`src/rtl/code_lock_ctrl.sv`:
```
// code_lock_ctrl: keypad code lock that gates the AC motor enable, with retry lockout and 7-segment status
// Ports: clk, rst_n (async active-low); key_valid/key_in digit strobe; clear aborts entry or closes the open window;
//        prog/prog_code load a new code while open; motor_on, outscreen (4 digits x 7 segments, active low),
//        locked_out, tries_left.
// Build option: define CODE_PROG_EN to make the code reprogrammable; otherwise the code is the constant CODE.
module code_lock_ctrl #(
  parameter int DIGIT_W = 5,
  parameter int CODE_LEN = 4,
  parameter logic [CODE_LEN*DIGIT_W-1:0] CODE = 20'h3CD75,
  parameter int MAX_TRIES = 3,
  parameter int OPEN_CYCLES = 50000000,
  parameter int DENY_CYCLES = 25000000,
  parameter int LOCKOUT_CYCLES = 250000000
) (
  input  logic                        clk,
  input  logic                        rst_n,
  input  logic                        key_valid,
  input  logic [DIGIT_W-1:0]          key_in,
  input  logic                        clear,
  input  logic                        prog,
  input  logic [CODE_LEN*DIGIT_W-1:0] prog_code,
  output logic                        motor_on,
  output logic [27:0]                 outscreen,
  output logic                        locked_out,
  output logic [3:0]                  tries_left
);
  localparam int MAX_CYC = OPEN_CYCLES > DENY_CYCLES ?
                           (OPEN_CYCLES > LOCKOUT_CYCLES ? OPEN_CYCLES : LOCKOUT_CYCLES) :
                           (DENY_CYCLES > LOCKOUT_CYCLES ? DENY_CYCLES : LOCKOUT_CYCLES);
  localparam int TW = $clog2(MAX_CYC + 1);
  localparam int CW = $clog2(CODE_LEN + 1);
  localparam int PW = CODE_LEN * DIGIT_W;
  localparam logic [27:0] SEG_BLANK = 28'hFFFFFFF;
  localparam logic [27:0] SEG_OPEN  = 28'h1820912;
  localparam logic [27:0] SEG_DENY  = 28'h1C23CC7;
  localparam logic [27:0] SEG_LOCK  = 28'h0000000;
  typedef enum logic [2:0] {IDLE, ENTRY, CHECK, OPEN, DENY, LOCKOUT} state_t;
  state_t state, state_n;
  logic [TW-1:0] tmr, tmr_n;
  logic [CW-1:0] cnt, cnt_n, cnt_inc;
  logic miss, miss_n;
  logic [3:0] tries_n, tries_dec;
  logic [PW-1:0] code_q;
  logic [DIGIT_W-1:0] code_dig;
  logic prog_hit;
`ifdef CODE_PROG_EN
  assign prog_hit = (state == OPEN) && prog;
  always_ff @(posedge clk or negedge rst_n)
    if (!rst_n) code_q <= CODE;
    else if (prog_hit) code_q <= prog_code;
`else
  logic unused_prog;
  assign prog_hit = 1'b0;
  assign code_q = CODE;
  assign unused_prog = &{1'b0, prog, prog_code};
`endif
  assign cnt_inc = cnt + CW'(1);
  assign tries_dec = tries_left - 4'd1;
  // digits arrive in order, so the count selects which stored digit to compare against
  assign code_dig = DIGIT_W'(code_q >> (32'(cnt) * DIGIT_W));
  always_comb begin
    state_n = state;
    cnt_n = cnt;
    miss_n = miss;
    tries_n = tries_left;
    case (state)
      IDLE, ENTRY:
        if (state == ENTRY && clear) begin
          state_n = IDLE;
          cnt_n = '0;
          miss_n = 1'b0;
        end else if (key_valid) begin
          cnt_n = cnt_inc;
          miss_n = miss | (key_in != code_dig);
          state_n = cnt_inc == CW'(CODE_LEN) ? CHECK : ENTRY;
        end
      CHECK: begin
        cnt_n = '0;
        miss_n = 1'b0;
        tries_n = miss ? tries_dec : 4'(MAX_TRIES);
        state_n = !miss ? OPEN : tries_dec == 4'd0 ? LOCKOUT : DENY;
      end
      OPEN: state_n = prog_hit || clear || tmr == '0 ? IDLE : OPEN;
      DENY: state_n = tmr == '0 ? IDLE : DENY;
      LOCKOUT: begin
        state_n = tmr == '0 ? IDLE : LOCKOUT;
        tries_n = tmr == '0 ? 4'(MAX_TRIES) : tries_left;
      end
      default: state_n = IDLE;
    endcase
    // load N-1 on entry to a timed state so the state lasts exactly N clocks
    tmr_n = state_n == state ? (tmr != '0 ? tmr - TW'(1) : '0) :
            state_n == OPEN ? TW'(OPEN_CYCLES - 1) :
            state_n == DENY ? TW'(DENY_CYCLES - 1) :
            state_n == LOCKOUT ? TW'(LOCKOUT_CYCLES - 1) : '0;
  end
  // outputs register the decode of the next state, so they track the state register exactly
  always_ff @(posedge clk or negedge rst_n)
    if (!rst_n) begin
      state <= IDLE;
      tmr <= '0;
      cnt <= '0;
      miss <= 1'b0;
      tries_left <= 4'(MAX_TRIES);
      motor_on <= 1'b0;
      locked_out <= 1'b0;
      outscreen <= SEG_BLANK;
    end else begin
      state <= state_n;
      tmr <= tmr_n;
      cnt <= cnt_n;
      miss <= miss_n;
      tries_left <= tries_n;
      motor_on <= state_n == OPEN;
      locked_out <= state_n == LOCKOUT;
      outscreen <= state_n == OPEN ? SEG_OPEN : state_n == DENY ? SEG_DENY :
                   state_n == LOCKOUT ? SEG_LOCK : SEG_BLANK;
    end
endmodule

```
`config.mk`:
```
export PLATFORM = sky130hd
export DESIGN_NAME = code_lock_ctrl
export DESIGN_NICKNAME = d
export VERILOG_FILES = /design/src/rtl/code_lock_ctrl.sv
export SDC_FILE = /design/constraint.sdc
export NUM_CORES = 1
export LEC_CHECK = 0
export ABC_AREA = 1
export BUFFER_PORTS_ARGS = -buffer_cell sky130_fd_sc_hd__buf_2
export CORE_MARGIN = 5
export CORE_UTILIZATION = 40
export DETAILED_ROUTE_END_ITERATION = 16
export PLACE_DENSITY = 0.71
export SLEW_MARGIN = 20
export SYNTH_ARGS = -nofsm -noshare
export SYNTH_HDL_FRONTEND = slang
export SYNTH_SLANG_ARGS = --single-unit
```
`constraint.sdc`:
```
create_clock -name clk -period 2 [get_ports clk]
set_clock_uncertainty 0.2 [all_clocks]
set_input_delay 0 -clock clk [delete_from_list [all_inputs] [get_ports clk]]
set_output_delay 0 -clock clk [all_outputs]
set_load 0.02 [all_outputs]
```
==> results of run 1 <==
-- through the flow --
stage          cells  instance area (sq um)   util  hold slack, ns  worst slack (ns)
2_1_floorplan    451                   3230      -          -0.496           -0.0895
3_3_place_gp     630                   3890  0.501          -0.166           -0.0824
3_5_place_dp     630                   3890  0.501          -0.156            -0.152
4_1_cts          654                   4230  0.545          0.0719           -0.0889
5_1_grt          656                   4340  0.558           0.107            -0.196
6_report         656                   4340  0.558          0.0458            -0.111
-- area by class of cell --
cell class	count	share of cell area
clock buffer	6	0.0190
clock inverter	2	0.00866
inverter	54	0.0479
multi-input combinational	318	0.409
sequential	45	0.261
tap	102	0.0294
timing repair buffer	129	0.224
-- synthesized netlist by cell type --
cell type and count:
a21oi_1 14, a22oi_1 1, and3_1 1, buf_2 6, buf_4 25, buf_6 2
clkbuf_1 1, dfrtp_1 39, dfstp_2 6, ha_1 8, inv_1 41, inv_2 13
nand2_1 110, nand2_2 5, nand2_4 4, nand2_8 1, nand3_1 20, nand3_4 2
nand4_1 33, nor2_1 75, nor2_2 4, nor2_4 1, nor3_1 5, nor3_4 1
o211ai_1 1, o211ai_4 1, o21ai_0 11, o21ai_1 1, o21ai_2 3, o21bai_1 1
o22ai_1 3, o41ai_1 1, or2_0 1, or2_2 2, xnor2_1 1, xor2_1 7
-- per-layer routing --
layer,vias up,share of wire,global-route usage
met5,-,0,0
met4,0,0.020,0.0693
met3,25,0.052,0.0393
met2,99,0.53,0.363
met1,1558,0.39,0.232
li1,1638,-,-
-- what timing repair did --
| action | in CTS | in global routing |
|---|---|---|
| endpoints found under the hold margin | 48 | 0 |
| pin swaps | 13 | 9 |
| buffers inserted | 8 | 3 |
| gates resized for setup | 24 | 27 |
| endpoints found under the setup margin | 30 | 34 |
| hold buffers | 8 | 0 |
| cloned | 0 | 1 |
-- cell usage in the layout, fill, tap and decap left out, types with 2 or more instances in the layout --
cell	count
nand2_1	92
buf_4	68
nor2_1	66
buf_2	42
dfrtp_1	39
inv_1	35
nand4_1	33
nand2_2	20
nand3_1	19
inv_2	17
a21oi_1	13
nor2_2	11
o21ai_0	10
dlygate4sd3_1	8
nand2_4	7
xor2_1	7
clkbuf_8	6
dfstp_2	6
buf_6	6
ha_1	5
nor3_1	4
buf_12	4
o21ai_2	3
nor2_4	3
o22ai_1	3
o21ai_1	2
nand3_4	2
inv_4	2
or2_2	2
ha_4	2
-- power groups by stage --
stage | combinational (W) | clock (W) | sequential (W)
6_report | 0.00586 | 0.000738 | 0.00150
2_1_floorplan | 0.00341 | 0 | 0.00157
5_1_grt | 0.00646 | 0.000793 | 0.00155
4_1_cts | 0.00554 | 0.000748 | 0.00150
3_5_place_dp | 0.00517 | 0 | 0.00150
3_3_place_gp | 0.00506 | 0 | 0.00149
-- critical path: stages (launching register included) --
cell and delay [ns]:
dfstp_2 0.58, inv_4 0.06, ha_4 0.16, nand2_2 0.05, nand2_2 0.06, nand3_2 0.09, nor2_4 0.04, nor2_4 0.15
nand2_4 0.08, nand2_4 0.08, nand2_8 0.08, buf_6 0.14, buf_6 0.11, nand4_1 0.06, nand2_1 0.06
-- cells by family after synthesis --
family	share of synthesized area
simple gates	0.384
xor+xnor	0.0218
compound gates	0.0709
flops	0.353
fa+ha+maj	0.0312
buf+inv	0.139
-- state kept, by name, indices dropped and copies added (netlist names) --
signal / count
tries_left: 4
state: 3
motor_on: 1
tmr: 28
outscreen: 4
locked_out: 1
cnt: 3
miss: 1
-- worst max path at each step --
stage,end,slack (ns),from,cells past startpoint
finish,tmr[6],-0.11,tries_left[1],14
global route,tmr[21],-0.20,tries_left[1],15
CTS,tmr[13],-0.09,tries_left[1],15
detailed placement,tmr[20],-0.15,tries_left[1],12
global placement,tmr[19],-0.08,tries_left[1],12
floorplan,tmr[21],-0.09,tries_left[0],13
==> key figures, run 1 <==
Pwr
  • Net switching power: 0.00401 W
  • Pwr dens: 1870 nW/um^2
  • Logic pwr share: 0.723
  • Worst IR Drop VDD: 0.000964 V
  • Tot Pwr: 0.00810 W
  • Clk pwr share: 0.091
  • Switching Share: 0.495
  • Pint: 0.00410 W
  • Leak pwr: 2.34 nW
  • Flop pwr share: 0.186

Route
  • Final Routed Wirelength: 9.64 mm
  • Routed Antenna Nets: 0
  • DR DRC count: 0
  • Vias: 3320
  • Vias/cell: 5.06
  • DR WL/cell: 14.7 um
  • DRT iter0 DRCs: 238
  • Drt first pass iters: 5

GRT
  • Initial antenna violation count: 0
  • Vias in the first global route: 3332
  • Total track usage: 0.199
  • Overflow after GRT: 0
  • Global-route wire length before repair: 15.8 mm
  • Largest net degree at the start of global routing: 27

Critical path
  • Worst EP required: 2.00 ns
  • Reg2Reg Depth: 14
  • Worst-path fanout max: 6
  • Critical Path Start Type: flip-flop
  • Reg-to-Reg End: tmr[6]
  • R2R Path Start: tries_left[1]
  • CP Capture Type: flip-flop
  • Arrival time worst endpoint: 2.11 ns
  • Worst setup path class: flip-flop to flip-flop
  • Reg-to-reg slack, setup: -0.11 ns

Final layout
  • Area of the multi-input gates: 1770 sq um
  • Fillers: 735
  • Register area: 1130 sq um
  • Area delta synth->final: 35.0%
  • Layout cells sized above 1: 0.383
  • Number of diodes: 0
  • Final nets: 591

Clocking
  • Clock sink count: 45
  • CTS tree: yes
  • Root Buffer: clkbuf_8
  • Clock buffer depth: 2
  • Worst-path clk slew: 0.09 ns
  • Worst skew pair latency: 0.31 ns
  • H-Tree Depth: 2
  • TritonCTS Buffers: 5

Die
  • Chip Width: 99.6 um
  • Die Height: 99.6 um
  • Die area: 9930 sq um
  • FP Rows: 32
  • I/O pin total: 64
  • Initial core utilization: 0.414
  • Core ar.: 7770 sq um

Timing
  • Worst-margin pin slew: 0.619 ns
  • Final Slew Violations: 0
  • Setup tns final: -1.42 ns
  • Setup Viol. Count Final: 22
  • Final hold vios: 0
  • Final worst-path cycle share: 1.06
  • F_max: 0.474 GHz
  • Fin worst setup slack: -0.111 ns
  • RSZ-0062 raised after global routing: yes
  • Max-slew headroom: 0.588
  • Final min period: 2.11 ns

Placed design
  • Placer Congestion: 0.909
  • DP HPWL: 6.99 mm
  • IO Port Bufs: 42

Yosys
  • Flops & latches, synth: 45
  • Top area cells in the synthesized netlist: dfrtp_1, nand2_1, nor2_1
  • Syn Area/Cell: 7.12 sq um
  • Seq/Total Area, Yosys: 0.353
  • Library cells used by synthesis: 36
  • Ys Warns: 0
  • Top cell type by total area after synthesis: dfrtp_1
  • Post-synth top area share: 0.304
  • Post-Syn Nets: 489
  • Synth Cell Area: 3210 sq um
  • Post-synthesis cell count: 451

Run
  • Maxcap violations: 0

Min path
  • Hold crit path type: input port to asynchronous set/reset pin

Run status
  • Failing checks: setup timing
  • Outcome: complete, but fails checks
No activity file was read; power rests on OpenSTA's default activity.
==> run 2, diff against run 1 <==
--- a/config.mk
+++ b/config.mk
@@ -11,6 +11,7 @@
 export CORE_UTILIZATION = 40
 export DETAILED_ROUTE_END_ITERATION = 16
 export PLACE_DENSITY = 0.71
+export SETUP_SLACK_MARGIN = 0.02
 export SLEW_MARGIN = 20
 export SYNTH_ARGS = -nofsm -noshare
 export SYNTH_HDL_FRONTEND = slang
==> run 2 against run 1 <==
The run still ends with setup timing left; final cell count unchanged; via count about the same; sequential share of layout area unchanged; critical path depth unchanged; global-route usage unchanged; hold slack worse by 0.0013 ns; die area unchanged; register-to-register slack about the same; sequential power about the same; worst setup slack better by 0.0083 ns; combinational power about the same; count of clock-buffer cells in the layout unchanged; critical path type unchanged.
==> key figures, run 2 (same netlist as run 1, synthesis figures left out) <==
Run status
  • Outcome: complete, but fails checks
  • Failing checks: setup timing

Clocking
  • Worst-path clk slew: 0.09 ns
  • Clock sink count: 45
  • CTS tree: yes
  • Root Buffer: clkbuf_8
  • Clock buffer depth: 2
  • H-Tree Depth: 2
  • TritonCTS Buffers: 5
  • Worst skew pair latency: 0.31 ns

Die
  • Initial core utilization: 0.414
  • FP Rows: 32
  • I/O pin total: 64
  • Die area: 9930 sq um
  • Core ar.: 7770 sq um
  • Chip Width: 99.6 um
  • Die Height: 99.6 um

Critical path
  • Worst EP required: 2.00 ns
  • Reg-to-Reg End: tmr[6]
  • Critical Path Start Type: flip-flop
  • Reg2Reg Depth: 14
  • Arrival time worst endpoint: 2.10 ns
  • Reg-to-reg slack, setup: -0.10 ns
  • Worst-path fanout max: 6
  • Worst setup path class: flip-flop to flip-flop
  • R2R Path Start: tries_left[1]
  • CP Capture Type: flip-flop
  • CP startpoint: tries_left[1]

Placed design
  • Number of instances in the placed design: 630
  • Placer Congestion: 0.909
  • Cell Area, Placed: 3890 sq um
  • DP HPWL: 6.99 mm
  • IO Port Bufs: 42

GRT
  • Vias in the first global route: 3330
  • Global-route wire length before repair: 15.8 mm
  • Largest net degree at the start of global routing: 27
  • Total track usage: 0.199
  • Initial antenna violation count: 0
  • Overflow after GRT: 0

Final layout
  • Design area: 4340 sq um
  • Largest regs: tmr: 28 flops, outscreen: 4 flops, tries_left: 4 flops
  • Finished Layout Cells: 656
  • Area delta synth->final: 35.0%
  • Number of diodes: 0
  • Final core area utilization: 0.558
  • Largest reg by FF count: tmr
  • Layout cells sized above 1: 0.383
  • Final nets: 591
  • Most common cell after layout, fill and taps aside: nand2_1
  • Max FFs per register: 28
  • Fillers: 735
  • Commonest non-fill, non-tap cells in the layout: nand2_1, buf_4, nor2_1, buf_2, dfrtp_1

Route
  • Final Routed Wirelength: 9.64 mm
  • DR WL/cell: 14.7 um
  • Vias/cell: 5.07
  • Routed Antenna Nets: 0
  • DRT iter0 DRCs: 243
  • Drt first pass iters: 5
  • DR DRC count: 0
  • Vias: 3323

Pwr
  • Leak pwr: 2.34 nW
  • Tot Pwr: 0.00810 W
  • Worst IR Drop VDD: 0.000963 V
  • Pwr dens: 1870 nW/um^2

Timing
  • F_max: 0.476 GHz
  • Max-slew headroom: 0.590
  • Final worst-path cycle share: 1.05
  • Final min period: 2.10 ns
  • Fin worst setup slack: -0.103 ns
  • Final hold vios: 0
  • Final Slew Violations: 0
  • RSZ-0062 raised after global routing: yes
  • Setup tns final: -1.25 ns
  • Setup Viol. Count Final: 18
  • Worst-margin pin slew: 0.614 ns

Run
  • Maxcap violations: 0

Min path
  • Hold crit path type: input port to asynchronous set/reset pin
==> run 2: cell counts in the layout (fill, tap and decap cells not counted) <==
No cell type changed its count.
==> run 2: where the power goes <==
group / internal (W) / leakage (nW) / switching [W]
combinational: 0.00244 / 1.69 / 0.00342
sequential: 0.00125 / 0.588 / 0.000251
clock: 0.000407 / 0.0574 / 0.000331
==> run 2: through the flow <==
stage | worst slack (ns) | hold WS [ns]
floorplan | -0.0895 | -0.496
global placement | -0.0824 | -0.166
detailed placement | -0.152 | -0.156
CTS | -0.0889 | 0.0719
global route | -0.196 | 0.107
finish | -0.103 | 0.0446
==> run 2: worst max-delay path, stage by stage (launching register included) <==
cell	delay [ns]
dfstp_2	0.58
inv_4	0.05
ha_4	0.16
nand2_2	0.05
nand2_2	0.06
nand3_2	0.09
nor2_4	0.04
nor2_4	0.15
nand2_4	0.08
nand2_4	0.08
nand2_8	0.08
buf_6	0.14
buf_6	0.11
nand4_1	0.06
nand2_1	0.06
==> run 2: how the worst max path moves through the flow <==
| stage | to | slack, ns | depth (start not counted) |
|---|---|---|---|
| 6_report | tmr[6] | -0.10 | 14 |
| 5_1_grt | tmr[21] | -0.20 | 15 |
| 4_1_cts | tmr[13] | -0.09 | 15 |
| 3_5_place_dp | tmr[20] | -0.15 | 12 |
| 3_3_place_gp | tmr[19] | -0.08 | 12 |
| 2_1_floorplan | tmr[21] | -0.09 | 13 |
==> run 2: per-layer routing <==
layer  vias to the layer above  global-route usage  routed length (um)
met5                         -                   0                   0
met4                         0              0.0693                 191
met3                        23              0.0393                 469
met2                       106               0.363                5180
met1                      1556               0.232                3800
li1                       1638                   -                   -
==> run 2: area by class of cell <==
| type | count | area [sq um] | area share |
|---|---|---|---|
| clock buffer | 6 | 82.6 | 0.0190 |
| tap | 102 | 128 | 0.0294 |
| sequential | 45 | 1130 | 0.261 |
| multi-input combinational | 318 | 1770 | 0.409 |
| timing repair buffer | 129 | 973 | 0.224 |
| clock inverter | 2 | 37.5 | 0.00866 |
| inverter | 54 | 208 | 0.0479 |
==> run 2: repair_timing <==
item / in CTS / in global routing
hold buffers: 8 / 0
gates resized for setup: 24 / 27
setup endpoints to repair: 30 / 34
gates cloned: 0 / 1
hold endpoints to repair: 48 / 0
pin swaps: 13 / 9
setup buffers: 8 / 3
==> run 3, diff against run 2 <==
--- a/config.mk
+++ b/config.mk
@@ -12,6 +12,7 @@
 export DETAILED_ROUTE_END_ITERATION = 16
 export PLACE_DENSITY = 0.71
 export SETUP_SLACK_MARGIN = 0.02
+export SKIP_LAST_GASP = 1
 export SLEW_MARGIN = 20
 export SYNTH_ARGS = -nofsm -noshare
 export SYNTH_HDL_FRONTEND = slang
==> constraint.sdc (replaced) <==
create_clock -name clk -period 2 [get_ports clk]
set_clock_uncertainty 0.2 [all_clocks]
set_input_delay 0 -clock clk [delete_from_list [all_inputs] [get_ports clk]]
set_output_delay 0 -clock clk [all_outputs]
set_load 0.005 [all_outputs]
==> run 3 against run 2 <==
The run still ends with setup timing left; die area unchanged; register-to-register slack improved by 0.06 ns; fmax up 2.8%; via count is 2.1% lower; combinational power shrank 8.5%; wire length fell by 8.9%; hold slack improved by 0.062 ns; utilization down 1.7 points; total power down 8.3%; flip-flop and latch count unchanged; largest power group unchanged; highest routed layer unchanged.
==> key figures, run 3 (same netlist as run 1, synthesis figures left out) <==
Clocking
  • Root Buffer: clkbuf_8
  • TritonCTS Buffers: 5
  • Worst skew pair latency: 0.30 ns
  • Clock sink count: 45
  • H-Tree Depth: 2
  • Worst-path clk slew: 0.08 ns
  • CTS tree: yes
  • Clock buffer depth: 2

Timing
  • Worst-margin pin slew: 0.583 ns
  • Fin worst setup slack: -0.0458 ns
  • Final Slew Violations: 0
  • Final worst-path cycle share: 1.02
  • Final min period: 2.05 ns
  • Max-slew headroom: 0.611
  • Setup tns final: -0.319 ns
  • Final hold vios: 0
  • F_max: 0.489 GHz
  • RSZ-0062 raised after global routing: yes
  • Setup Viol. Count Final: 13

Pwr
  • Pwr dens: 1770 nW/um^2
  • Worst IR Drop VDD: 0.000847 V
  • Leak pwr: 2.27 nW
  • Tot Pwr: 0.00743 W

GRT
  • Vias in the first global route: 3148
  • M1 GR Usage: 0.221
  • Met3 Resource Use GR: 0.0266
  • Total track usage: 0.180
  • Initial antenna violation count: 0
  • GR Util met2: 0.327
  • Global-route wire length before repair: 14.7 mm
  • Overflow after GRT: 0
  • Grt peak-use layer: met2
  • Largest net degree at the start of global routing: 46

Final layout
  • Layout cells sized above 1: 0.345
  • Largest reg by FF count: tmr
  • Commonest non-fill, non-tap cells in the layout: nand2_1, nor2_1, buf_4, buf_2
  • Final nets: 582
  • Number of diodes: 0
  • Area delta synth->final: 31.0%
  • Finished Layout Cells: 647
  • Most common cell after layout, fill and taps aside: nand2_1
  • Largest regs: tmr: 28 flops, outscreen: 4 flops, tries_left: 4 flops
  • Max FFs per register: 28

Die
  • Core ar.: 7770 sq um
  • Chip Width: 99.6 um
  • Die Height: 99.6 um
  • I/O pin total: 64
  • FP Rows: 32
  • Die area: 9930 sq um
  • Initial core utilization: 0.414

Route
  • Vias: 3252
  • DR WL/cell: 13.6 um
  • Routed Antenna Nets: 0
  • Drt first pass iters: 5
  • DR DRC count: 0
  • Final Routed Wirelength: 8.78 mm
  • Vias/cell: 5.03
  • DRT iter0 DRCs: 187

Run
  • Maxcap violations: 0

Min path
  • Hold crit path type: input port to asynchronous set/reset pin

Critical path
  • Critical Path Start Type: flip-flop
  • R2R Path Start: tries_left[1]
  • Worst EP required: 2.04 ns
  • CP Capture Type: flip-flop
  • Worst setup path class: flip-flop to flip-flop
  • CP startpoint: tries_left[1]
  • Worst-path fanout max: 4
  • Arrival time worst endpoint: 2.08 ns

Placed design
  • Placer Congestion: 0.926
  • IO Port Bufs: 42
  • Number of instances in the placed design: 622
  • DP HPWL: 6.60 mm

Run status
  • Outcome: complete, but fails checks
  • Failing checks: setup timing
==> run 3: cell types whose count changed in the layout (fill, tap and decap cells not counted), sizes merged <==
cell    delta
buf        -8
bufinv     -1
==> run 3: final timing paths <==
kind / to / slack [ns] / cells past startpoint
max in group asynchronous: state[0] / 1.06 / 3
min in group clk: tries_left[1] / 0.35 / 2
hold reg to reg: tries_left[1] / 0.35 / 2
setup / recovery: tmr[8] / -0.05 / 14
hold / removal: tmr[5] / 0.11 / 3
setup reg to reg: tmr[8] / -0.05 / 14
==> run 3: where the power goes <==
| part | switching [W] | internal, W |
|---|---|---|
| Sequential | 0.000255 | 0.00125 |
| Combinational | 0.00300 | 0.00236 |
| Clock | 0.000314 | 0.000248 |
==> run 3: timing repair <==
action                     4_1_cts  5_1_grt
hold endpoints to repair        50        0
pin swaps                        8        9
gates cloned                     1        0
hold buffers                     8        0
setup buffers                    2        6
gates resized for setup         11       20
setup endpoints to repair       29       31
==> run 3: area by class of cell <==
type,instances,area (sq um)
Fill cell,744,3560
Multi-Input combinational cell,318,1730
Sequential cell,45,1130
Timing Repair Buffer,120,927
Inverter,54,205
Tap cell,102,128
Clock buffer,7,76.3
Clock inverter,1,7.51
==> run 3: worst max-delay path, stage by stage (launching register included) <==
cell and delay (ns):
dfstp_2 0.55, inv_2 0.06, ha_4 0.15, inv_2 0.04, nand2_2 0.04, nand2_2 0.08, nand3_2 0.09, nor2_4 0.14
nor2_4 0.06, nand2_4 0.07, nand2_4 0.06, nand2_8 0.11, nand3_4 0.10, buf_6 0.16, nor2_4 0.07
==> run 3: per-stage QoR <==
| step | hold slack [ns] | instance area (sq um) | worst slack (ns) | utilization |
|---|---|---|---|---|
| after global placement | -0.0778 | 3870 | -0.0880 | 0.498 |
| after CTS | 0.154 | 4110 | -0.0668 | 0.529 |
| after global routing | 0.167 | 4210 | -0.162 | 0.542 |
| after detailed placement | -0.0713 | 3870 | -0.120 | 0.498 |
| after floorplan | -0.496 | 3230 | -0.0144 | - |
| final | 0.107 | 4210 | -0.0458 | 0.542 |
==> run 3: metal layers <==
layer | routed length, um | up-vias
met3 | 485 | 12
met2 | 4640 | 104
met1 | 3530 | 1517
met4 | 124 | 0
li1 | - | 1619
met5 | 0 | -
